[src/rtl/piso_serializer.sv]
// Parallel-in serial-out register with a load handshake and a valid/ready bit stream.
// Define PISO_PARITY_EN to append an even-parity bit after the N data bits.
module piso_serializer #(
    parameter int unsigned N         = 6,
    parameter int unsigned MSB_FIRST = 1
) (
    input  logic         clk,
    input  logic         rst,
    input  logic         load_valid,
    output logic         load_ready,
    input  logic [N-1:0] D,
    output logic         ser_out,
    output logic         ser_valid,
    input  logic         ser_ready,
    output logic         ser_first,
    output logic         ser_last,
    output logic         busy
);

    localparam int unsigned CW = $clog2(N + 1);

`ifdef PISO_PARITY_EN
    typedef enum logic [1:0] {StIdle, StShift, StPar} state_e;
`else
    typedef enum logic [1:0] {StIdle, StShift} state_e;
`endif

    state_e         state_q, state_d;
    logic [N-1:0]   shreg_q, shreg_d;
    logic [CW-1:0]  cnt_q, cnt_d;
    logic           head;
    logic [N-1:0]   shifted;
    logic           last_data;

`ifdef PISO_PARITY_EN
    logic parity_q, parity_d;
`endif

    // Head bit is the next bit on the wire; the register always shifts toward it.
    assign head      = (MSB_FIRST != 0) ? shreg_q[N-1] : shreg_q[0];
    assign shifted   = (MSB_FIRST != 0) ? {shreg_q[N-2:0], 1'b0} : {1'b0, shreg_q[N-1:1]};
    assign last_data = (cnt_q == CW'(N - 1));
    assign busy      = (state_q != StIdle);

    always_comb begin
        state_d    = state_q;
        shreg_d    = shreg_q;
        cnt_d      = cnt_q;
        load_ready = 1'b0;
        ser_valid  = 1'b0;
        ser_out    = 1'b0;
        ser_first  = 1'b0;
        ser_last   = 1'b0;
`ifdef PISO_PARITY_EN
        parity_d   = parity_q;
`endif
        unique case (state_q)
            StIdle: begin
                load_ready = !rst;
                if (load_valid) begin
                    shreg_d = D;
                    cnt_d   = '0;
                    state_d = StShift;
`ifdef PISO_PARITY_EN
                    parity_d = ^D;
`endif
                end
            end
            StShift: begin
                ser_valid = 1'b1;
                ser_out   = head;
                ser_first = (cnt_q == '0);
`ifndef PISO_PARITY_EN
                ser_last  = last_data;
`endif
                if (ser_ready) begin
                    shreg_d = shifted;
                    cnt_d   = cnt_q + 1'b1;
                    if (last_data) begin
`ifdef PISO_PARITY_EN
                        state_d = StPar;
`else
                        state_d = StIdle;
`endif
                    end
                end
            end
`ifdef PISO_PARITY_EN
            StPar: begin
                ser_valid = 1'b1;
                ser_out   = parity_q;
                ser_last  = 1'b1;
                if (ser_ready) begin
                    state_d = StIdle;
                end
            end
`endif
            default: begin
                state_d = StIdle;
            end
        endcase
    end

    always_ff @(posedge clk) begin
        if (rst) begin
            state_q <= StIdle;
            shreg_q <= '0;
            cnt_q   <= '0;
`ifdef PISO_PARITY_EN
            parity_q <= 1'b0;
`endif
        end else begin
            state_q <= state_d;
            shreg_q <= shreg_d;
            cnt_q   <= cnt_d;
`ifdef PISO_PARITY_EN
            parity_q <= parity_d;
`endif
        end
    end

endmodule

[config.mk]
export PLATFORM = sky130hd
export DESIGN_NAME = piso_serializer
export DESIGN_NICKNAME = d
export VERILOG_FILES = /design/src/rtl/piso_serializer.sv
export SDC_FILE = /design/constraint.sdc
export NUM_CORES = 1
export LEC_CHECK = 0
export ABC_AREA = 1
export CORE_MARGIN = 2
export CORE_UTILIZATION = 40
export CTS_CLUSTER_SIZE = 25
export DETAILED_ROUTE_END_ITERATION = 16
export PLACE_DENSITY = 0.8
export SYNTH_ARGS = -nofsm -noshare
export SYNTH_HDL_FRONTEND = slang
export SYNTH_SLANG_ARGS = --single-unit
[constraint.sdc]
create_clock -name clk -period 1.45 [get_ports clk]
set_input_delay 0.29 -clock clk [delete_from_list [all_inputs] [get_ports clk]]
set_output_delay 0.29 -clock clk [all_outputs]
set_load 0.1 [all_outputs]
==> results.md <==
Setup path:
- At the worst endpoint, the required time is 1.16 ns.
- The arrival time reported for the critical path endpoint is between 1 and 1.5 ns.
- The reg-to-reg critical path startpoint is state_q[0].
- The cell count of the worst reg-to-reg path is 6.
- The largest stage delay on the critical path is about 0.37 ns.
- Traced cell by cell, the critical path runs through inv_4 -> ha_4 -> nand2_4 -> nor2_4 -> buf_12.
- The critical path contains buffers and inverters numbering 2 combined.
- The critical path runs through a total of 5 cells.
- The worst register-to-register path has a setup slack of 0.30 ns.
- The kind of cell with the highest combined delay along the critical path is flip-flops.
- Tracing the worst setup path back leads to its startpoint at cnt_q[0].
- The endpoint of the most critical setup path is ser_first.
- The reg-to-reg critical path endpoint is shreg_q[4].
- The largest individual stage delay along the critical path comes from the cell sky130_fd_sc_hd__dfxtp_4.
- Along the worst path, the maximum fanout reaches 4.
- The critical setup path kind is reg2out.
- The type of element launching the critical path is a register.
- STA classifies the critical path endpoint as a primary output.

Timing:
- For this run, the top clock speed supported by timing is 0.6791 GHz.
- The worst path setup slack after routing is -0.02256 ns.
- The number of hold violations in the final report is 0.
- The number of max-slew violations in the final report was 0.
- The accumulated negative setup slack is -0.03546 ns.
- Clock skew on the completed layout was measured at 0.008525 ns.
- For the pin with the worst max-slew slack, the measured transition is 0.2507 ns.
- The final worst-path cycle share is 101.6%.
- Setup repair after global routing could not meet its margin everywhere.
- Measured against its own limit, the worst slew margin works out to between 80% and 90%.
- Setup violations remaining at the end of the flow were counted as 2.
- The final critical-path required period is 1.473 ns.

Final layout:
- The cell area after layout is 910.9 um^2.
- The most frequent standard cell in the layout excluding fill and tap cells is sky130_fd_sc_hd__nand2_1.
- The top cell types in the final layout, fill and taps aside, are 21 x sky130_fd_sc_hd__nand2_1, 12 x sky130_fd_sc_hd__nor2_1, 9 x sky130_fd_sc_hd__clkdlybuf4s50_1.
- The repair_antennas step left the layout with diodes totalling 0.
- In the final design database the tool counted approximately 110 nets.
- The area growth from synthesis to layout is 61.42%.
- The fraction of layout cells with a size suffix above 1 is 31.00%.

Logic synthesis:
- Dividing the synthesized area by the synthesized cell count gives about 7 um^2.
- Summing the areas of all compound-gate instances in the mapped netlist gives 8.869% of the synthesized area.
- Of the post-synthesis cell area, the dominant cell type holds 35.48%.
- After Yosys synthesis, XOR and XNOR cells account for 0% of the synthesized area.
- The adder-cell share of the synthesized area is under 10%.
- For this run, the number of Yosys warnings is 0.
- The portion of synthesized area spent on multiplexers is 0%.
- Counting flops and latches in the post-synthesis netlist gives 10.
- Yosys attributes the largest share of cell area to sky130_fd_sc_hd__dfxtp_1 35%, sky130_fd_sc_hd__nand2_1 15%, sky130_fd_sc_hd__nor2_1 10%.
- The dominant combinational cell family by area after synthesis is simple AND/OR/NAND/NOR gates.
- The number of nets produced by synthesis is 92.
- Synthesis handed over a netlist of 79 instances.
- Summing the sequential cell areas from Yosys gives 35.48% of the chip area.
- The post-synthesis instance area is 564.3 um^2.
- Of the total synthesized cell area, the portion taken by AND, OR, NAND and NOR gates is 37.92%.
- The cell taking the most area after synthesis is sky130_fd_sc_hd__dfxtp_1.
- The unique cell type count in the Yosys netlist is 14.

Clock tree:
- The tree built by TritonCTS fans out to 10 sinks.
- For the worst-skew pair, the clock arrives at the later sink with an insertion delay of 0.26 ns.
- The quantity of hold-fixing buffers added after cts is 0.
- The total number of H-tree levels is 1.
- CTS placed an instance of sky130_fd_sc_hd__clkbuf_4 at the clock tree root.
- Clock-pin slew was measured on the worst setup and hold paths at 0.07 ns.
- The CTS buffer count is 3.
- The TritonCTS clock tree is built.
- The buffer depth of the longest clock path is 2.

Power:
- The worst voltage drop across the vdd grid is 0.7207 mV.
- The net switching power figure is ~320 uW.
- The proportion of total power due to net switching is 37.36%.
- The power density of the placed cells is between 900 and 1000 nW/um^2.
- Power comes to 848.2 uW.
- In this run, flip-flops and latches consume 38.5% of the power.
- The leakage power figure is between 0.4 and 0.5 nW.
- The internal power summed over all cells is 531.3 uW.
- The portion of total power attributed to the clock network is between 20% and 30%.
- Per report_power, the combinational group accounts for 37.8% of the total.

Global routing:
- The wire length of the first global-routing pass is 2.152 mm.
- The all-layer global routing usage is about 16%.
- The initial antenna violation count is 0.
- The via count of the first global-routing pass came to approximately 550.
- Entering global routing, the biggest net connects 11 pins.
- The global route total overflow is 0.

Route:
- The routed layout has 555 vias.
- Using the TritonRoute via totals, the vias-per-cell ratio works out to 4.826.
- For this run, the detailed router's first-pass iteration total came to 4.
- In this run, the number of DRC markers left after iteration 0 of detailed routing was 9.
- The wire length after detailed routing is 1.246 mm.
- After detailed routing, the number of remaining DRC violations is 0.
- The number of nets with antenna violations after routing is 0.
- The per-cell routed wire length is approximately 11 um.

Min path:
- The hold-critical path depth is 2.
- The worst hold path belongs to the class reg2reg.

Outcome:
- The flow ran to the end, but the final reports show violations.
- The final reports fail on negative setup slack.

Placement:
- The congestion estimate from routability-driven global placement came to between 0.7 and 0.8.
- The number of port buffers is 15.
- The placement-stage cell area is slightly above 800 um^2.
- After legalization and detailed placement, the total HPWL measured 898.9 um.

Die:
- Measured along the x axis, the die boundary spans 41.56 um.
- The region available for standard cell placement spans 1318 um^2.
- The die is 41.56 um tall.
- The top-level I/O count is 16.
- The number of placement rows is 13.
- The area enclosed by the die boundary is ~1700 um^2.
- The initial core utilization is 42.83%.

Flow run:
- Across the run, the number of max-cap violations was 0.
routing by layer:
metal | vias up | track usage, % | routed length (um)
met4 | 0 | 7.742 | 18
met3 | 2 | 1.304 | 42
met2 | 20 | 30.31 | 685
li1 | 288 | - | -
met1 | 245 | 16.89 | 500
met5 | - | 0 | 0
worst min-delay path by stage:
stage,start,to,slack [ns]
3_3_place_gp,cnt_q[0],cnt_q[0],0.48
5_1_grt,shreg_q[0],shreg_q[0],0.53
6_report,shreg_q[0],shreg_q[0],0.49
4_1_cts,shreg_q[0],shreg_q[0],0.49
2_1_floorplan,rst,cnt_q[1],0.36
3_5_place_dp,shreg_q[0],shreg_q[0],0.48
layout make-up:
| cell class | instances | area, um^2 |
|---|---|---|
| fillers | 109 | 406.6 |
| multi-input cells | 58 | 364.1 |
| repair buffers | 19 | 240.2 |
| flip-flops and latches | 10 | 209.0 |
| inverters | 9 | 52.55 |
| clock buffers | 4 | 26.28 |
| well taps | 15 | 18.77 |
cell families after synthesis:
group                    Yosys count
adder cells (fa/ha/maj)            3
flip-flops                        10
AO/OA/AOI/OAI                     10
AND/OR/NAND/NOR                   45
buffers and inverters             11
tightest hold or removal path, stage by stage, from the launching register on:
cell and delay (ns):
sky130_fd_sc_hd__dfxtp_1 0.31, sky130_fd_sc_hd__nand3_1 0.08, sky130_fd_sc_hd__a21oi_1 0.06
power by group through the flow:
stage                     clock network [mW]  registers [mW]  logic, mW
after floorplan                            0           0.335      0.196
after global placement                     0           0.333      0.289
after detailed placement                   0           0.335      0.296
after CTS                              0.207           0.325      0.319
after global routing                   0.225           0.330      0.341
final                                  0.201           0.326      0.321
cells in the mapped netlist (all sizes together):
cell type / number
nor2: 15
nand2: 26
nand3: 4
ha: 3
o21ai: 6
a21oi: 4
inv: 9
buf: 2
dfxtp: 10
per-stage QoR:
stage          utilization (%)  setup slack (ns)  cells  hold slack, ns
2_1_floorplan                -           -0.1314     79          0.3591
6_report                 69.14          -0.02256    115          0.4899
5_1_grt                  69.14          -0.06558    115          0.5322
3_3_place_gp             61.82            0.1144    108          0.4776
4_1_cts                  68.95          -0.01221    115          0.4861
3_5_place_dp             61.82           0.09135    108          0.4753
repair_timing:
action	in CTS	in global routing
setup endpoints to repair	3	2
pin swaps	4	2
setup buffers	3	0
gates resized for setup	13	1
registers in the layout (all words and copies together), names as in the netlist:
register,cells
cnt_q,3
shreg_q,6
state_q,1
Note: power is estimated with default switching activity, not from simulation.
